==> config.mk <==
export PLATFORM = sky130hd
export DESIGN_NAME = shift_stage
export DESIGN_NICKNAME = d
export VERILOG_FILES = /design/src/rtl/shift_stage.sv
export SDC_FILE = /design/constraint.sdc
export NUM_CORES = 1
export LEC_CHECK = 0
export CAP_MARGIN = 10
export CORE_UTILIZATION = 50
export CTS_CLUSTER_DIAMETER = 40
export CTS_CLUSTER_SIZE = 40
export DETAILED_ROUTE_END_ITERATION = 6
export DONT_BUFFER_PORTS = 1
export MAX_ROUTING_LAYER = met4
export PLACE_DENSITY_LB_ADDON = 0.3
export SLEW_MARGIN = 20
export SYNTH_ARGS = -nofsm -noshare
export SYNTH_HDL_FRONTEND = slang
export SYNTH_SLANG_ARGS = --single-unit
==> constraint.sdc <==
create_clock -name clk -period 2.91 [get_ports clk]
set_clock_uncertainty 0.2 [all_clocks]
set_input_delay 0.1455 -clock clk [delete_from_list [all_inputs] [get_ports clk]]
set_output_delay 0.1455 -clock clk [all_outputs]
set_load 0.02 [all_outputs]
==> src/rtl/shift_stage.sv <==
// shift_stage: two-register shift pipeline with valid/ready handshake.
// S1 holds decoded shift controls and the operand.
// S2 holds the registered shifter result and the illegal-op flag.
// Optional feature macro: SHIFT_ROTATE_EN.
//   - When defined, ops 011/111 perform a right rotation.
//   - When undefined, ops 011/111 are illegal: result 0, err 1.

// Combinational shifter, fed from the S1 registers
module shift_core (
   input  logic [31:0] a,
   input  logic [4:0]  amount,
   input  logic        dirt,
   input  logic        sign,
   input  logic        rotate,
   input  logic        illegal,
   output logic [31:0] result,
   output logic        err
);

   logic [63:0] rot_wide;

   // Rotation as a right shift of the operand concatenated with itself
   always_comb begin
      rot_wide = {a, a} >> amount;
   end

   // Select left, logical right, arithmetic right or rotate; illegal ops yield zero
   always_comb begin
      result = a;
      err    = 1'b0;
      if (illegal) begin
         result = '0;
         err    = 1'b1;
      end else if (rotate) begin
         result = rot_wide[31:0];
      end else if (!dirt) begin
         result = a << amount;
      end else if (sign) begin
         result = $unsigned($signed(a) >>> amount);
      end else begin
         result = a >> amount;
      end
   end

endmodule

module shift_stage (
   input  logic        clk,
   input  logic        rst_n,
   input  logic        flush,
   input  logic        in_valid,
   output logic        in_ready,
   input  logic [2:0]  in_op,
   input  logic [31:0] in_a,
   input  logic [4:0]  in_shamt,
   input  logic [31:0] in_rs,
   output logic        out_valid,
   input  logic        out_ready,
   output logic [31:0] out_result,
   output logic        out_err
);

   // Decoded controls of the incoming request
   logic        dec_dirt;
   logic        dec_sign;
   logic        dec_rotate;
   logic        dec_illegal;
   logic [4:0]  dec_amount;

   // S1 registers
   logic        s1_valid;
   logic        s1_dirt;
   logic        s1_sign;
   logic        s1_rotate;
   logic        s1_illegal;
   logic [4:0]  s1_amount;
   logic [31:0] s1_a;

   // S2 registers
   logic        s2_valid;
   logic [31:0] s2_result;
   logic        s2_err;

   // Handshake and shifter wiring
   logic        accept;
   logic        advance;
   logic [31:0] core_result;
   logic        core_err;
   logic        unused_rs;

   // Upper register-amount bits are never used
   assign unused_rs = ^in_rs[31:5];

   // Decode op into shift controls
   always_comb begin
      dec_dirt   = (in_op[1:0] != 2'b00);
      dec_sign   = (in_op[1:0] == 2'b10);
      dec_amount = in_op[2] ? in_rs[4:0] : in_shamt;
`ifdef SHIFT_ROTATE_EN
      dec_rotate  = (in_op[1:0] == 2'b11);
      dec_illegal = 1'b0;
`else
      dec_rotate  = 1'b0;
      dec_illegal = (in_op[1:0] == 2'b11);
`endif
   end

   // Handshake: S1 moves on when S2 is empty or draining this cycle
   always_comb begin
      in_ready = ~s1_valid | ~s2_valid | out_ready;
      accept   = in_valid & in_ready;
      advance  = s1_valid & (~s2_valid | out_ready);
   end

   // S1 register: capture accepted request, empty on advance, cleared by flush
   always_ff @(posedge clk or negedge rst_n) begin
      if (!rst_n) begin
         s1_valid   <= 1'b0;
         s1_dirt    <= 1'b0;
         s1_sign    <= 1'b0;
         s1_rotate  <= 1'b0;
         s1_illegal <= 1'b0;
         s1_amount  <= '0;
         s1_a       <= '0;
      end else if (flush) begin
         s1_valid <= 1'b0;
      end else if (accept) begin
         s1_valid   <= 1'b1;
         s1_dirt    <= dec_dirt;
         s1_sign    <= dec_sign;
         s1_rotate  <= dec_rotate;
         s1_illegal <= dec_illegal;
         s1_amount  <= dec_amount;
         s1_a       <= in_a;
      end else if (advance) begin
         s1_valid <= 1'b0;
      end
   end

   shift_core u_core (
      .a       (s1_a),
      .amount  (s1_amount),
      .dirt    (s1_dirt),
      .sign    (s1_sign),
      .rotate  (s1_rotate),
      .illegal (s1_illegal),
      .result  (core_result),
      .err     (core_err)
   );

   // S2 register: load on advance, hold while stalled, cleared by flush
   always_ff @(posedge clk or negedge rst_n) begin
      if (!rst_n) begin
         s2_valid  <= 1'b0;
         s2_result <= '0;
         s2_err    <= 1'b0;
      end else if (flush) begin
         s2_valid <= 1'b0;
      end else if (advance) begin
         s2_valid  <= 1'b1;
         s2_result <= core_result;
         s2_err    <= core_err;
      end else if (out_ready) begin
         s2_valid <= 1'b0;
      end
   end

   // Outputs come straight from S2
   always_comb begin
      out_valid  = s2_valid;
      out_result = s2_result;
      out_err    = s2_err;
   end

endmodule

After elaboration in Yosys (flattened, before gate mapping)
Cells that the tools add are included.

word-level totals
  flip-flop bits (word level) = 75
  input bits = 77
  logic and storage cells = 38

cells by class
  equal/unequal tests = 2
  shift-type cells = 3
  mux-type cells = 11
  bitwise operators = 8
  reductions and logical operators = 5

operators by type and width
  operator              count
  $mux W32              3
  $shl A32 B5 Y32       1
  $shr A32 B5 Y32       1
  $sshr A32 B5 Y32      1
  $mux W1               7
  $reduce_bool A3 Y1    2
  $mux W5               1
  $eq A2 B2 Y1 const B  2
  $reduce_and A2 Y1     2
  $not A1 Y1            3
  $or A1 B1 Y1          3
  $and A1 B1 Y1         2
  $reduce_bool A2 Y1    1

Depth between registers and ports, before layout
Gate-level depths: netlist (run 1).

  word-level depth = 6
  mapped depth = 10
  depth with buffers taken out = 5

Modules after synthesis
Synthesis (run 1) repeated with hierarchy kept, for this count alone.

second synthesis, totals
  cell total of the unflattened synthesis = 888
  area total of the unflattened synthesis = 8353.0 um^2

modules (own cells, without submodules)
  module       instances  cells an instance  area an instance (um^2)  sequential area each (um^2)
  shift_core   1          714                5408.9                   0.0
  shift_stage  1          174                2944.1                   1876.8

Worst setup path after synthesis (run 1)
Ideal clock, no wire load.

  path type = flip-flop to flip-flop
  from = register s2_valid, in the netlist out_valid
  to = register s1_a[6]
  library setup time = 0.125 ns
  data arrival time = 1.999 ns
  required time = 2.585 ns
  slack = 0.586 ns
  cell stages (with the launch flop) = 8
  path buffers = 3
  clock period less this slack = 2.324 ns
  cells stage by stage = dfrtp_1 -> nor2b_1 -> clkbuf_1 -> nand2_1 -> nand3b_1 -> buf_2 -> clkbuf_1 -> mux2_2

between the ends
  cells in the longest elaborated chain, start to end = 5

RTL lines
  item                                RTL line  RTL
  start, declared                     80        logic s2_valid;
  start signal, assigned              154       s2_valid <= 1'b0;
  start signal, assigned              158       s2_valid <= 1'b0;
  start signal, assigned              160       s2_valid <= 1'b1;
  $not A1 Y1                          110       in_ready = ~s1_valid | ~s2_valid | out_ready;
  $or A1 B1 Y1 (2 in a row)           110
  net in_ready                        52        output logic in_ready,
  $and A1 B1 Y1                       111       accept = in_valid & in_ready;
  $reduce_and A2 Y1 (no source line)  -
  end signal, assigned                134       s1_a <= in_a;
  end, declared                       77        logic [31:0] s1_a;

The timed path passes the listed nets, and every way through them passes these cells.
A chain may end at the register's enable or synchronous reset.

Final worst setup path (run 1)
  from = register s1_amount[1]
  to = register s2_result[24], in the netlist out_result[24]

between the ends
  cells in the longest elaborated chain, start to end = 4

RTL lines
  item                                                 RTL line  RTL
  start, declared                                      76        logic [4:0] s1_amount;
  start signal, assigned                               133       s1_amount <= dec_amount;
  $shr A32 B5 Y32 or $sshr A32 B5 Y32 (tied branches)  41, 39
  $mux W32                                             38        end else if (sign) begin
  $mux W32 (*)                                         36        end else if (!dirt) begin
  $mux W32 (*)                                         31        if (illegal) begin
  end signal, assigned                                 161       s2_result <= core_result;
  end, declared                                        81        logic [31:0] s2_result;

Every way passes the cells marked *; elsewhere a longest branch is shown, timed or not.

==> impl_metrics.py, run 1 <==
metrics = {
    "pwr": {
        "comb_power_share_pct": 50.7,
        "p_clk_share_pct": 17.9,
        "power.density_nw_per_um2": 673,
        "power.leakage_nw": 3.60,
        "switchingPower_w": 0.00280,
        "swShare_pct": 45.7,
        "intPower_w": 0.00333,
        "seqPwrFrac_pct": 31.4,
        "ir_drop_v": 0.000391,
    },
    "critical_path": {
        "ff2ff_path_depth": 7,
        "critPathCaptureType": "register",
        "crit_path_max_incr_delay_ns": 0.58,
        "worstPathArrival_ns": 2.89,
        "cp_slowest_cell": "mux4_2",
        "required_ns": 2.95,
        "critPathKind": "register to register",
        "crit_cells": 7,
        "crit_start": "s1_amount[1]$_DFFE_PN0P_",
        "crit_family": "multiplexers",
        "critPathMaxFanout": 19,
        "crit_chain": "buf_12, mux4_2, mux2i_1, a2111oi_0, buf_4, o311a_1, a32o_1",
        "worstReg2RegStart": "s1_amount[1]$_DFFE_PN0P_",
        "cp-start-kind": "register",
        "path_buf_inv": 2,
    },
    "hold_path": {
        "holdPathStages": 3,
        "hp-start": "flush",
        "hold_path_class": "input pin to register",
    },
    "logic_synthesis": {
        "synth_top_cell_by_area": "dfrtp_1",
        "synth_area_leaders": "dfrtp_1, mux4_2, mux2_2, mux2i_1, nand2_1",
        "avgSynthCellArea_um2": 9.96,
        "synth.net_count": 868,
        "ys_warn_count": 0,
        "synth.cell_area_um2": 7880,
        "ys.flop_type": "dfrtp_1",
        "synth-simple-area-share_pct": 12.7,
        "yosysUniqueCellTypes": 72,
        "synth_top_family_by_area": "multiplexers",
        "synth-xor-area-share_pct": 0,
        "ys_async_sr_fraction_pct": 100,
        "yosys.area.top_type_share_pct": 23.8,
        "synthAdderAreaFrac_pct": 0,
        "syn_inst": 791,
        "yosysSeqAreaShare_pct": 23.8,
        "synth_compound_area_share_pct": 16.7,
        "muxShareOfSynthArea_pct": 39.1,
        "ys_ff_latch": 75,
        "synth_edf_count": 0,
    },
    "placement": {
        "gp_congestion": 1.00,
        "port_buffers": 0,
        "dpl.cell_count": 979,
        "placed_cell_area_um2": 8300,
        "hpwl_um": 22600,
    },
    "clocking": {
        "clock_path_buffers": 2,
        "clk_latency_ns": 0.36,
        "cts_tree": "done",
        "ctsResizeCount": 0,
        "cts_sinks": 75,
        "numCtsBuffers": 9,
        "cts_root_buffer": "clkbuf_16",
        "path_clk_slew_ns": 0.07,
        "h-tree-depth": 3,
    },
    "sta": {
        "worstMarginPinSlew_ns": 0.675,
        "slew_headroom_pct": 53.8,
        "rsz0062_at_grt": "false",
        "min_period_over_period_pct": 97.7,
        "drv_slew": 0,
        "setup_tns_ns": 0,
        "fmax_mhz": 352,
        "min_period_ns": 2.84,
        "hold_violations": 0,
        "setup_viol": 0,
    },
    "routing": {
        "vias": 7510,
        "first_pass_iters": 5,
        "drtAntennaViolNets": 0,
        "drc": 0,
        "wirelength_um": 30800,
        "drt-wirelength-per-cell_um": 29.5,
        "viasPerCell": 7.18,
        "initialDrtViolationCount": 1037,
    },
    "cells_and_area": {
        "antenna_cells": 0,
        "drive_above_1_share_pct": 28.7,
        "final_area_um2": 9110,
        "syn_to_final_growth_pct": 15.7,
        "finalNetCount": 907,
        "stdcell_count": 1046,
        "final_cell_mix": "nand2_1, mux4_2, buf_4",
        "layout_commonest_cell": "nand2_1",
    },
    "global_routing": {
        "grt-ovfl-total": 0,
        "grt_antenna_before_repair": 0,
        "grt_pass1_wl_um": 46400,
        "grt_pass1_vias": 7198,
        "grt_start_max_net_pins": 76,
        "grt_usage_pct": 40.4,
    },
    "floorplan": {
        "die_w_um": 128,
        "num_rows": 45,
        "die_area_um2": 16300,
        "die_h_um": 128,
        "io_pins": 112,
        "core_um2": 15300,
        "start_util_pct": 51.4,
    },
    "run_status": {
        "status": "finished clean",
    },
    "job": {
        "drv_cap": 0,
    },
}
==> repair_timing <==
| item | CTS | global route |
|---|---|---|
| setup buffers | 0 | 0 |
| endpoints found under the hold margin | 117 | 0 |
| hold buffers | 51 | 0 |
==> synthesized netlist by cell type (all sizes together), types with 8 or more instances <==
| cell | instances |
|---|---|
| dfrtp | 75 |
| mux2 | 58 |
| clkbuf | 60 |
| nor3 | 13 |
| o211ai | 17 |
| a2111oi | 8 |
| o21ai | 34 |
| nand3 | 20 |
| nor2 | 51 |
| nand2 | 87 |
| mux2i | 54 |
| nor4 | 8 |
| buf | 47 |
| mux4 | 83 |
| inv | 9 |
| a21oi | 33 |
| nand2b | 10 |
==> power groups by stage <==
stage                     clock (W)  combinational (W)  sequential, W
after floorplan                   0            0.00219        0.00162
after global placement            0            0.00290        0.00190
after detailed placement          0            0.00291        0.00192
after CTS                   0.00110            0.00302        0.00190
after global routing        0.00115            0.00325        0.00196
final                       0.00110            0.00311        0.00193
==> sequential cells by signal, indices dropped and copies added, names as in the netlist <==
register and cells:
out_err 1, out_result 32, out_valid 1, s1_a 32, s1_amount 5, s1_dirt 1, s1_illegal 1, s1_sign 1
s1_valid 1
==> stage by stage <==
stage | power, W | hold WS, ns | utilization, % | worst slack, ns
5_1_grt | 0.00635 | 0.140 | 59.5 | 0.0426
2_1_floorplan | 0.00381 | -0.350 | - | 0.586
6_report | 0.00613 | 0.0972 | 59.5 | 0.0665
4_1_cts | 0.00602 | 0.0826 | 59.5 | 0.117
3_3_place_gp | 0.00481 | -0.349 | 54.2 | 0.148
3_5_place_dp | 0.00483 | -0.349 | 54.2 | 0.148
==> worst register-to-register path, stage by stage (launching register included) <==
cell and delay, ns:
dfrtp_4 0.56, buf_12 0.22, mux4_2 0.59, mux2i_1 0.41, a2111oi_0 0.23, buf_4 0.18, o311a_1 0.09, a32o_1 0.24
==> final timing paths <==
check                                             end  slack (ns)
hold / removal             out_result[14]$_DFFE_PN0P_         0.1
max in group asynchronous    s1_amount[1]$_DFFE_PN0P_        2.03
hold reg to reg            out_result[31]$_DFFE_PN0P_        0.46
setup reg to reg           out_result[24]$_DFFE_PN0P_        0.07
min in group asynchronous        s1_valid$_DFFE_PN0P_        0.15
setup / recovery           out_result[24]$_DFFE_PN0P_        0.07
==> metal layers <==
| layer | share of wire [%] | up-vias | global-route usage [%] |
|---|---|---|---|
| met2 | 46 | 564 | 60.7 |
| met1 | 40 | 3722 | 53.4 |
| met3 | 11 | 72 | 8.71 |
| met5 | 0 | - | - |
| li1 | - | 3152 | - |
| met4 | 3.7 | 0 | 15.8 |
==> cell type report <==
cell class                 count  area, um^2
clock buffer                  10         239
multi-input combinational    598        5390
tap                          211         264
timing repair buffer         135        1250
inverter                      11        41.3
fill                        1339        6200
sequential                    75        1890
clock inverter                 6        41.3
==> cell families (layout without fill, tap and decap cells) <==
| group | count (synthesis) | count (layout) |
|---|---|---|
| mux | 195 | 195 |
| flops | 75 | 75 |
| simple gates | 218 | 218 |
| buf+inv | 118 | 162 |
| compound gates | 185 | 185 |
(Power assumes the default switching activity.)
==> inputs of run 2 (changes only) <==
- CORE_UTILIZATION: 50 -> 32
==> run 2 against run 1 <==
Maximum frequency up 1.6%. Sequential cell count stayed put. Global-route usage shrank 15 points.
==> impl_metrics.py, run 2 (synthesis gave the netlist of run 1 again) <==
metrics = {
    "clocking": {
        "cts_tree": "done",
        "path_clk_slew_ns": 0.06,
        "cts_hold_buf": 51,
        "numCtsBuffers": 9,
        "post_cts_buffers": 0,
        "clock_path_buffers": 2,
        "ctsResizeCount": 0,
        "cts_root_buffer": "clkbuf_16",
        "h-tree-depth": 3,
        "cts_sinks": 75,
        "clk_latency_ns": 0.36,
    },
    "pwr": {
        "intPower_w": 0.00359,
        "switchingPower_w": 0.00276,
        "power.density_nw_per_um2": 684,
        "comb_power_share_pct": 48.9,
        "power.leakage_nw": 3.59,
        "seqPwrFrac_pct": 30.1,
        "ir_drop_v": 0.000299,
        "p_clk_share_pct": 21.0,
        "swShare_pct": 43.4,
        "finalPower_w": 0.00634,
    },
    "placement": {
        "gp_congestion": 1.02,
        "hpwl_um": 22700,
        "dpl_worst_slack_ns": 0.245,
        "port_buffers": 0,
        "placed_cell_area_um2": 8410,
    },
    "critical_path": {
        "worstPathArrival_ns": 2.83,
        "critPathKind": "register to register",
        "required_ns": 2.94,
        "cp_slowest_cell": "a221oi_1",
        "crit_family": "compound AO/OA/AOI/OAI gates",
        "cp-start-kind": "register",
        "crit_path_max_incr_delay_ns": 0.64,
        "worstReg2RegStart": "s1_amount[1]$_DFFE_PN0P_",
        "crit_chain": "buf_12, mux2_1, a221oi_1, a2111oi_0, or3_1",
        "crit_start": "s1_amount[1]$_DFFE_PN0P_",
        "critPathCaptureType": "register",
        "path_buf_inv": 1,
        "critPathMaxFanout": 25,
    },
    "global_routing": {
        "use_met1_pct": 34.0,
        "grt_pass1_wl_um": 45900,
        "grt_usage_pct": 24.9,
        "grt_start_max_net_pins": 76,
        "use_met3_pct": 5.43,
        "grt-ovfl-total": 0,
        "grt_antenna_before_repair": 0,
        "grt-busiest-layer": "met2",
        "use_met2_pct": 36.3,
        "grt_pass1_vias": 6964,
    },
    "sta": {
        "min_period_over_period_pct": 96.2,
        "setup_viol": 0,
        "finalHoldWorstSlack_ns": 0.0470,
        "slew_headroom_pct": 55.0,
        "rsz0062_at_grt": "false",
        "setup_tns_ns": 0,
        "min_period_ns": 2.80,
        "fmax_mhz": 357,
        "hold_violations": 0,
        "worstMarginPinSlew_ns": 0.675,
        "setup_slack_ns": 0.110,
        "drv_slew": 0,
    },
    "routing": {
        "initialDrtViolationCount": 815,
        "vias": 7221,
        "drt-wirelength-per-cell_um": 26.8,
        "drtAntennaViolNets": 0,
        "wirelength_um": 30700,
        "drc": 0,
        "first_pass_iters": 5,
        "viasPerCell": 6.30,
    },
    "floorplan": {
        "die_w_um": 159,
        "die_area_um2": 25300,
        "die_h_um": 159,
        "io_pins": 112,
        "start_util_pct": 32.5,
        "num_rows": 57,
        "core_um2": 24200,
    },
    "cells_and_area": {
        "finalNetCount": 895,
        "syn_to_final_growth_pct": 17.7,
        "final_area_um2": 9270,
        "final_cell_mix": "nand2_1, mux4_2, dfrtp_1",
        "layout_commonest_cell": "nand2_1",
        "drive_above_1_share_pct": 27.6,
        "antenna_cells": 0,
    },
    "job": {
        "drv_cap": 0,
    },
    "hold_path": {
        "hp-start": "flush",
        "hold_path_class": "input pin to register",
    },
    "run_status": {
        "status": "finished clean",
    },
}
==> run 2: changes by cell type in the layout (fill, tap and decap cells not counted), sizes merged <==
| cell | change |
|---|---|
| clkinvlp | -2 |
| bufinv | +3 |
| buf | -12 |
| clkinv | -2 |
| inv | +1 |
==> run 2: worst register-to-register path, delay by kind of cell, from the launching register on <==
family	cells	cell delay, ns
DFF	1	0.56
and+or+nand+nor	1	0.36
buffers and inverters	1	0.24
muxes	1	0.38
AOI/OAI and AO/OA	2	0.93
==> run 2: routing by layer <==
layer  vias up  routed length, um
met5         -                  0
met1      3651              13300
met2       378              13600
li1       3137                  -
met4         0               1070
met3        55               2790
==> run 2: worst paths after layout <==
| kind | endpoint | slack [ns] | cells after the start |
|---|---|---|---|
| max in group asynchronous | s1_amount[0]$_DFFE_PN0P_ | 1.94 | 2 |
| min reg2reg | out_err$_DFFE_PN0P_ | 0.42 | 2 |
| min | out_result[18]$_DFFE_PN0P_ | 0.05 | 4 |
| max reg2reg | out_result[1]$_DFFE_PN0P_ | 0.11 | 5 |
| max | out_result[1]$_DFFE_PN0P_ | 0.11 | 5 |
| min in group asynchronous | out_result[3]$_DFFE_PN0P_ | 0.24 | 2 |
==> run 2: area by class of cell <==
type	count	area, um^2
Clock buffer	10	229
Clock inverter	6	111
Fill cell	2428	15000
Inverter	11	41.3
Multi-Input combinational cell	598	5390
Sequential cell	75	1890
Tap cell	324	405
Timing Repair Buffer	123	1210
==> run 2: power by group through the flow <==
stage	logic, W	registers [W]	clock network, W
3_3_place_gp	0.00295	0.00191	0
4_1_cts	0.00304	0.00191	0.00135
5_1_grt	0.00325	0.00195	0.00138
3_5_place_dp	0.00294	0.00193	0
6_report	0.00310	0.00191	0.00133
2_1_floorplan	0.00219	0.00162	0
==> run 2: through the flow <==
stage | util [%] | cells
5_1_grt | 38.2 | 1147
3_5_place_dp | 34.7 | 1080
3_3_place_gp | 34.7 | 1080
4_1_cts | 38.2 | 1147
2_1_floorplan | - | 791
6_report | 38.2 | 1147
==> inputs of run 3 (changes only) <==
- GPL_TIMING_DRIVEN: not set -> 0
- SLEW_MARGIN: 20 -> 15
==> run 3 against run 2 <==
The flow now finishes with violations (negative hold slack, negative setup slack). Routed wire length grew 35%. Via count grew 9.9%. Sequential share of layout area shrank 0.17 points. Critical path depth rose by 2. Total power up 7.1%. Count of clock-buffer cells in the layout is the same. Utilization is 0.13 points higher. Worst hold slack got worse by 0.070 ns. Global-route usage increased by 9.3 points. Highest routed layer unchanged.
==> impl_metrics.py, run 3 (synthesis gave the netlist of run 1 again) <==
metrics = {
    "run_status": {
        "status": "complete, but fails checks",
        "violations": "negative hold slack, negative setup slack",
    },
    "sta": {
        "finalHoldWorstSlack_ns": -0.0226,
        "worstMarginPinSlew_ns": 0.892,
        "drv_slew": 0,
        "min_period_over_period_pct": 102,
        "slew_headroom_pct": 39.0,
        "fmax_mhz": 337,
        "rsz0062_at_grt": "true",
        "hold_violations": 1,
        "setup_slack_ns": -0.0555,
        "min_period_ns": 2.97,
        "setup_viol": 2,
    },
    "routing": {
        "drc": 0,
        "initialDrtViolationCount": 1091,
        "viasPerCell": 6.72,
        "drt-wirelength-per-cell_um": 35.1,
        "drtAntennaViolNets": 0,
        "wirelength_um": 41500,
        "vias": 7938,
        "first_pass_iters": 5,
    },
    "cells_and_area": {
        "stdcell_count": 1181,
        "drive_above_1_share_pct": 26.5,
        "final_area_um2": 9310,
        "final_cell_mix": "nand2_1, mux4_2, dfrtp_1",
        "syn_to_final_growth_pct": 18.1,
        "finalNetCount": 928,
        "layout_commonest_cell": "nand2_1",
    },
    "hold_path": {
        "hold_end": "out_valid$_DFFE_PN0P_",
        "holdPathStages": 4,
        "hold_path_class": "input pin to register",
        "hp-start": "out_ready",
    },
    "pwr": {
        "seqPwrFrac_pct": 25.4,
        "power.density_nw_per_um2": 730,
        "comb_power_share_pct": 54.7,
        "switchingPower_w": 0.00325,
        "p_clk_share_pct": 19.8,
        "finalPower_w": 0.00679,
        "swShare_pct": 47.8,
        "power.leakage_nw": 3.52,
        "intPower_w": 0.00354,
        "ir_drop_v": 0.000260,
    },
    "critical_path": {
        "critPathMaxFanout": 10,
        "path_buf_inv": 2,
        "worstPathArrival_ns": 3.01,
        "ff2ff_path_depth": 7,
        "crit_family": "multiplexers",
        "crit_path_max_incr_delay_ns": 0.50,
        "critPathCaptureType": "register",
        "r2r_slack_ns": -0.06,
        "timing.rr.end": "out_result[7]$_DFFE_PN0P_",
        "cp_slowest_cell": "dfrtp_1",
        "critPathKind": "register to register",
        "required_ns": 2.95,
        "crit_chain": "clkbuf_4, buf_2, mux4_2, mux2i_1, mux2i_1, a21o_1, a32o_1",
        "cp_common_cell": "mux2i_1",
        "worstReg2RegStart": "s1_amount[2]$_DFFE_PN0P_",
        "cp-start-kind": "register",
    },
    "global_routing": {
        "grt_antenna_before_repair": 1,
        "grt_start_max_net_pins": 76,
        "grt-ovfl-total": 0,
        "grt_pass1_vias": 7963,
        "grt_pass1_wl_um": 59800,
        "grt_usage_pct": 34.2,
    },
    "clocking": {
        "numCtsBuffers": 9,
        "clk_latency_ns": 0.36,
        "cts_sinks": 75,
        "clock_path_buffers": 2,
        "cts_root_buffer": "clkbuf_16",
        "path_clk_slew_ns": 0.07,
        "cts_tree": "done",
        "h-tree-depth": 3,
    },
    "floorplan": {
        "start_util_pct": 32.5,
        "die_area_um2": 25300,
        "num_rows": 57,
        "die_h_um": 159,
        "die_w_um": 159,
        "core_um2": 24200,
        "io_pins": 112,
    },
    "placement": {
        "dpl.cell_count": 1115,
        "hpwl_um": 31500,
        "placed_cell_area_um2": 8290,
        "gp_congestion": 1.04,
        "port_buffers": 0,
        "dpl_worst_slack_ns": -0.598,
    },
    "job": {
        "drv_cap": 0,
    },
}
run 3: layer usage:
layer / part of all wire, % / global-route usage [%] / vias up
met1: 39 / 44.0 / 3962
met2: 43 / 48.9 / 623
li1: - / - / 3205
met5: 0 / - / -
met3: 12 / 9.98 / 148
met4: 5.9 / 17.0 / 0
run 3: repair_timing:
item,4_1_cts,5_1_grt
hold buffers,49,0
setup endpoints to repair,34,43
pin swaps,0,2
gates resized for setup,28,31
buffers inserted,0,1
hold endpoints to repair,117,0
run 3: power groups by stage:
stage               clock (W)  sequential, W  combinational (W)
finish                0.00135        0.00173            0.00372
global route          0.00140        0.00175            0.00382
CTS                   0.00136        0.00172            0.00351
detailed placement          0        0.00174            0.00337
global placement            0        0.00173            0.00343
floorplan                   0        0.00162            0.00219
run 3: worst max-delay path by stage:
stage	from	endpoint	slack (ns)	depth (start not counted)
after floorplan	out_valid$_DFFE_PN0P_	s1_a[6]$_DFFE_PN0P_	0.59	7
after global placement	s1_amount[2]$_DFFE_PN0P_	out_result[25]$_DFFE_PN0P_	-0.67	7
after detailed placement	s1_amount[2]$_DFFE_PN0P_	out_result[25]$_DFFE_PN0P_	-0.60	7
after CTS	s1_amount[2]$_DFFE_PN0P_	out_result[12]$_DFFE_PN0P_	0.002	8
after global routing	s1_amount[0]$_DFFE_PN0P_	out_result[26]$_DFFE_PN0P_	-0.006	9
final	s1_amount[2]$_DFFE_PN0P_	out_result[7]$_DFFE_PN0P_	-0.06	7
run 3: cell type report:
cell class | count | area [um^2]
Inverter | 11 | 48.8
Buffer | 106 | 609
Clock inverter | 6 | 111
Fill cell | 2504 | 14900
Antenna cell | 1 | 2.50
Timing Repair Buffer | 50 | 515
Sequential cell | 75 | 1880
Tap cell | 324 | 405
Clock buffer | 10 | 229
Multi-Input combinational cell | 598 | 5510
run 3: tightest hold or removal path, delay by kind of cell:
kind,cells,cell delay [ns]
buffers and inverters,1,0.16
AND/OR/NAND/NOR,3,0.18
run 3: per-stage QoR:
| step | hold slack (ns) | TNS [ns] | utilization, % |
|---|---|---|---|
| 2_1_floorplan | -0.350 | 0 | - |
| 4_1_cts | 0.00458 | 0 | 38.0 |
| 5_1_grt | 0.0225 | -0.00560 | 38.4 |
| 3_5_place_dp | -0.346 | -7.29 | 34.2 |
| 3_3_place_gp | -0.347 | -9.40 | 34.2 |
| 6_report | -0.0226 | -0.0894 | 38.4 |
